## config.mk

```make
export PLATFORM = sky130hd
export DESIGN_NAME = cr_fifo_wr_arb
export DESIGN_NICKNAME = d
export VERILOG_FILES = /design/src/rtl/cr_fifo_wr_arb.sv
export SDC_FILE = /design/constraint.sdc
export NUM_CORES = 1
export LEC_CHECK = 0
export ABC_AREA = 1
export CAP_MARGIN = 20
export CORE_AREA = 2 2 173 175
export DETAILED_ROUTE_END_ITERATION = 10
export DIE_AREA = 0 0 175 177
export GPL_ROUTABILITY_DRIVEN = 0
export GPL_TIMING_DRIVEN = 0
export PLACE_DENSITY = 0.46
export SYNTH_ARGS = -nofsm -noshare
export SYNTH_HDL_FRONTEND = slang
export SYNTH_SLANG_ARGS = --single-unit
export TNS_END_PERCENT = 10
```

## constraint.sdc

```tcl
create_clock -name clk -period 1.88 [get_ports clk]
set_input_delay 0.376 -clock clk [delete_from_list [all_inputs] [get_ports clk]]
set_output_delay 0.376 -clock clk [all_outputs]
set_load 0.01 [all_outputs]
```

## src/rtl/cr_fifo_wr_arb.sv

```systemverilog
// Round-robin write arbiter: N_REQ producers share one FIFO write port, grant held per packet.
// Beats flow combinationally to the FIFO; producers are back-pressured straight from fifo_full.
module cr_fifo_wr_arb #(
    parameter int N_REQ    = 4,
    parameter int DW       = 83,
    parameter int PKT_LOCK = 1,
    localparam int IDW     = $clog2(N_REQ)
) (
    input  logic                  clk,
    input  logic                  rst,
    input  logic [N_REQ-1:0]      req_valid,
    input  logic [N_REQ-1:0]      req_last,
    input  logic [N_REQ*DW-1:0]   req_data,
    output logic [N_REQ-1:0]      req_ready,
    output logic                  fifo_wen,
    output logic [DW-1:0]         fifo_wdata,
    input  logic                  fifo_full,
    output logic [IDW-1:0]        grant_id,
    output logic                  busy,
    output logic [15:0]           stall_cnt
);

    typedef enum logic [0:0] {
        ST_IDLE = 1'b0,
        ST_XFER = 1'b1
    } state_e;

    state_e          state_q, state_d;
    logic [IDW-1:0]  rr_ptr_q, rr_ptr_d;
    logic [IDW-1:0]  grant_id_q, grant_id_d;
    logic [15:0]     stall_cnt_q, stall_cnt_d;

    logic            win_found_s;
    logic [IDW-1:0]  win_idx_s;
    logic            g_valid_s;
    logic            g_last_s;
    logic            accept_s;
    logic            pkt_end_s;

    // First valid index after ptr (wrapping); descending scan so the nearest candidate is written last.
    function automatic logic [IDW:0] rr_pick(input logic [N_REQ-1:0] valid,
                                             input logic [IDW-1:0]   ptr);
        logic [IDW:0] res;
        int           idx;
        res = '0;
        for (int k = N_REQ; k >= 1; k--) begin
            idx = (int'(ptr) + k) % N_REQ;
            res = valid[idx] ? {1'b1, IDW'(idx)} : res;
        end
        return res;
    endfunction

    // Next-state, grant bookkeeping and the combinational write path.
    always_comb begin
        state_d     = state_q;
        rr_ptr_d    = rr_ptr_q;
        grant_id_d  = grant_id_q;
        stall_cnt_d = stall_cnt_q;
        req_ready   = '0;
        fifo_wen    = 1'b0;
        accept_s    = 1'b0;
        pkt_end_s   = 1'b0;
        {win_found_s, win_idx_s} = rr_pick(req_valid, rr_ptr_q);
        g_valid_s   = req_valid[grant_id_q];
        g_last_s    = req_last[grant_id_q];
        fifo_wdata  = req_data[int'(grant_id_q)*DW +: DW];

        case (state_q)
            ST_IDLE: begin
                if (win_found_s) begin
                    state_d    = ST_XFER;
                    grant_id_d = win_idx_s;
                end else begin
                    state_d    = ST_IDLE;
                end
            end
            ST_XFER: begin
                // rst gating keeps the write port quiet during a mid-packet reset cycle
                req_ready[grant_id_q] = ~fifo_full & ~rst;
                fifo_wen  = g_valid_s & ~fifo_full & ~rst;
                accept_s  = fifo_wen;
                pkt_end_s = accept_s & ((PKT_LOCK == 0) | g_last_s);
                if (pkt_end_s) begin
                    state_d  = ST_IDLE;
                    rr_ptr_d = grant_id_q;
                end else begin
                    state_d  = ST_XFER;
                end
                if (g_valid_s && fifo_full && (stall_cnt_q != 16'hFFFF)) begin
                    stall_cnt_d = stall_cnt_q + 16'd1;
                end else begin
                    stall_cnt_d = stall_cnt_q;
                end
            end
            default: begin
                state_d = ST_IDLE;
            end
        endcase
    end

    // State registers with synchronous reset; rr_ptr starts at the top so producer 0 wins first.
    always_ff @(posedge clk) begin
        if (rst) begin
            state_q     <= ST_IDLE;
            rr_ptr_q    <= IDW'(N_REQ - 1);
            grant_id_q  <= '0;
            stall_cnt_q <= 16'd0;
        end else begin
            state_q     <= state_d;
            rr_ptr_q    <= rr_ptr_d;
            grant_id_q  <= grant_id_d;
            stall_cnt_q <= stall_cnt_d;
        end
    end

    assign grant_id  = grant_id_q;
    assign busy      = (state_q == ST_XFER);
    assign stall_cnt = stall_cnt_q;

endmodule
```

== After elaboration in Yosys (flattened, before gate mapping) ==
Index checks and enable logic that the tools add are counted.

* Add/subtract/negate cells: 5
* Multipliers: 1
* Order comparisons: 6
* Equal/unequal tests: 1
* Shifts and indexed selects: 1
* Mux-type cells: 27
* Bitwise logic cells: 12
* Reduce and logical (&&, ||, !) cells: 10

{| class="wikitable"
|+ Operators with widths
! kind !! count
|-
| $shiftx 332x10->83 || 1
|-
| $add 16x1->16 const B || 1
|-
| $lt 3x4->1 const B || 4
|-
| $ne 16x16->1 const B || 1
|-
| $mux 1 || 14
|-
| $bmux 1 s2 || 6
|-
| $mux 3 || 4
|-
| $mul 2x7->9 const B || 1
|-
| $reduce_or 2->1 || 4
|-
| $reduce_and 2->1 || 3
|-
| $add 2x1->2 const B || 2
|-
| $add 2x2->2 const B || 2
|-
| $and 1x1->1 || 4
|-
| $and 1x1->1 const A || 4
|-
| $and 4x4->4 || 1
|-
| $mux 4 || 1
|-
| $logic_and 1x1->1 || 3
|-
| $lt 2x3->1 const B || 1
|-
| $not 1->1 || 3
|-
| $demux 1 s2 || 1
|-
| $ge 2x1->1 const B || 1
|-
| $pmux 1 s2 || 1
|}

* Flip-flop bits (word level): 21
* Output and inout port bits: 107
* Logic and storage cells: 67

== Logic depth before layout (Yosys ltp) ==
* Word-level depth: 12
* Gate-level depth with buffers: 12
* Depth with buffers taken out: 11

== Least setup slack after synthesis ==
No wires, ideal clock.

* Kind: reg2out
* Start point: reg grant_id_q[1] (netlist: grant_id[1])
* End point: out fifo_wdata[14]
* Arrival time: 1.407 ns
* Path slack: 0.097 ns
* Cell stages (with the launch flop): 7
* Buffers on the path: 2
* Path through: dfxtp_1 > nand2_1 > inv_1 > clkbuf_1 > clkbuf_1 > a22oi_1 > nand2_1

* Word-level cells in the longest chain between the ends: 2

{| class="wikitable"
|+ Ends and longest elaborated chain
! element !! RTL line !! text
|-
| start, declared || 30 || <nowiki>logic [IDW-1:0] grant_id_q, grant_id_d;</nowiki>
|-
| start signal, assigned || 111 || <nowiki>grant_id_q <= grant_id_d;</nowiki>
|-
| $mul 2x7->9 || 66 || <nowiki>fifo_wdata = req_data[int'(grant_id_q)*DW +: DW];</nowiki>
|-
| $shiftx 332x10->83 || 66 ||
|-
| end, declared || 16 || <nowiki>output logic [DW-1:0] fifo_wdata,</nowiki>
|}

No other way between the ends.

== Worst setup path in the final report ==
* Start point: reg grant_id_q[0] (netlist: grant_id[0])
* End point: out fifo_wdata[5]

Same word-level chain as after synthesis.

==> run_results.csv <==
group,metric,value,unit
yosys,syn_area,0.003133,sq mm
sta,finalMaxSlewViolations,0,
cts,clockBufferDepth,2,
sta,tightestPinTransition,0.5563,ns
drt,vias,5852,
layout,nets,1369,
yosys,synth-seq-area-share,13.42,%
drt,drt_iter0_markers,193,
drt,wl_per_cell,19.69,um
grt,grt_pass1_wl,38200,um
layout,synthToLayoutAreaGrowth,190.4,%
cts,cts_sinks,21,
power,p_total,3.667,mW
floorplanning,io_pins,450,
layout,fin_util,31.11,%
yosys,synthCells,545,
cts,cts_root_buf,"clkbuf_16",
yosys,postSynthNetCount,889,
grt,grt-ovfl-total,0,
critical_path,required,1.50,ns
sta,finClkSkew,0.002553,ns
layout,layout_commonest_cell,"clkdlybuf4s50_1",
place,dp_slack,-1.737,ns
layout,final_cells,1416,
power,p_sw,1.368,mW
place,port_buffers,448,
yosys,yosys.cell_types.count,28,
power,powerDensity,403.0,mW/mm^2
power,clkPwrFrac,12.5,%
yosys,synth_edf_count,0,
yosys,async_flop_share,0,%
cts,cts_max_level,1,
layout,final.fill_count,3179,
sta,rsz0062_at_grt,"yes",
drt,drtPass1Iterations,4,
place,dpl.hpwl,22860,um
run_status,status,"complete, but fails checks",
place,dp.cells,1383,
sta,setup_ws,-0.1537,ns
sta,hold_violations,0,
cts,clock_latency,0.25,ns
critical_path,cp-start-kind,"register",
grt,antenna_found_initial,3,
power,power_frac_seq,13.1,%
layout,most-common-layout-cells,"clkdlybuf4s50_1 (360), nand2_1 (190), a22oi_1 (82)",
yosys,yosys_warnings,0,
power,ir_drop,0.2757,mV
power,p_comb_share,74.4,%
sta,finalSetupViolCount,78,
grt,grt_max_degree,12,
floorplanning,dieArea,0.03098,sq mm
cts,cts_made_buffers,3,
sta,timing.setup.tns,-6.889,ns
sta,finalCriticalPeriod,2.034,ns
drt,routed_via_density,4.133,
floorplanning,fp.dieW,175,um
run,maxCapViolations,0,
cts,cts_tree,"done",
sta,slew_headroom,62.91,%
power,swShare,37.30,%
layout,drive_gt1_share,24.02,%
floorplanning,start_util,10.71,%
power,p_int,2.299,mW
sta,fmax,491.7,MHz
drt,wl,27890,um
yosys,ys_ff_latch,21,
power,leakage,3.587,nW
yosys,syn_avg_cell_area,5.749,sq um
yosys,synthFlopType,"dfxtp_1",
floorplanning,core-area,0.02924,sq mm
cts,ctsHoldBuffers,0,
critical_path,end_kind,"output port",
critical_path,worstPathMaxFanout,5,
sta,fin_crit_sh,108.2,%
run_status,violations,"setup timing",
cts,clk_pin_slew,0.06,ns
grt,grt_pass1_vias,5886,
grt,grt_usage,16.51,%
critical_path,critPathKind,"reg2out",
drt,drtAntennaViolNets,0,
floorplanning,placement_rows,63,
min_path,hold_class,"reg2reg",
drt,drc_errors,0,
floorplanning,die_y,177,um
critical_path,arrival,1.66,ns
## Yosys cell counts, types with 2 or more instances
master / instances / area share [%]
nand2_1: 205 / 25
nor3_1: 2 / 0.32
buf_1: 5 / 0.60
buf_2: 10 / 1.6
a22oi_1: 131 / 31
nor2_2: 3 / 0.60
o21ai_1: 3 / 0.48
nor2_1: 25 / 3.0
a21oi_1: 15 / 2.4
xnor2_1: 5 / 1.4
nand4_1: 3 / 0.60
xor2_1: 9 / 2.5
inv_1: 19 / 2.3
buf_6: 2 / 0.72
o21ai_0: 3 / 0.48
clkbuf_1: 24 / 2.9
dfxtp_1: 21 / 13
inv_2: 3 / 0.36
nand3_1: 48 / 7.7
## area by class of cell
type                    count  area (sq um)  share of cell area, %
flip-flops and latches     21         434.2                  4.772
diodes                      2         5.005                0.05501
well taps                 390         488.0                  5.363
plain buffers              41         671.9                  7.384
multi-input cells         460          2786                  30.62
repair buffers            475          4533                  49.82
clock buffers               4         78.83                 0.8663
inverters                  23         101.3                  1.114
## per-layer routing
layer	global-route usage, %	part of all wire [%]
met5	0	0
met1	19.35	38
met3	3.136	6.9
met2	31.19	53
met4	3.125	1.5
## state kept, by name, indices dropped and copies added (netlist names)
register and count:
rr_ptr_q 2, busy 1, stall_cnt 16, grant_id 2
## power groups by stage
stage | clock network (mW) | logic (mW) | registers [mW]
floorplan | 0 | 0.820 | 0.482
global placement | 0 | 2.54 | 0.483
detailed placement | 0 | 2.52 | 0.483
CTS | 0.465 | 2.60 | 0.479
global route | 0.488 | 2.94 | 0.483
finish | 0.458 | 2.73 | 0.480
## cell families (layout without fill, tap and decap cells)
family          count (synthesis)  in the layout  synth area share, %
fa+ha+maj                       1              1               0.3993
simple gates                  289            289                37.62
other cells                     0              2                    0
flops                          21             21                13.42
buf+inv                        64            543                8.627
compound gates                156            156                36.02
xor+xnor                       14             14                3.914
## final timing paths
check                     start            end  slack [ns]  depth (start not counted)
hold / removal    stall_cnt[13]  stall_cnt[13]        0.50                          2
setup reg to reg    grant_id[0]  stall_cnt[15]        0.15                         12
hold reg to reg   stall_cnt[13]  stall_cnt[13]        0.50                          2
setup / recovery    grant_id[0]  fifo_wdata[5]       -0.15                          8
## critical path, stage by stage (launching register included)
cell and delay, ns:
dfxtp_4 0.41, inv_6 0.06, nor2_4 0.18, buf_12 0.17, buf_8 0.13, clkbuf_16 0.14, a22oi_1 0.05, nand2_1 0.10
buf_2 0.14
## per-stage QoR
| step | area [sq um] | hold WS, ns |
|---|---|---|
| global placement | 8105 | 0.4899 |
| finish | 9099 | 0.5039 |
| floorplan | 3133 | 0.4968 |
| CTS | 8697 | 0.5024 |
| global route | 9099 | 0.5333 |
| detailed placement | 8105 | 0.4913 |
## repair_timing
item / 4_1_cts / 5_1_grt
pin swaps: 31 / 22
setup buffers: 17 / 5
cloned: 2 / 3
endpoints found under the setup margin: 98 / 100
gates resized for setup: 512 / 100
(Power assumes the default switching activity.)
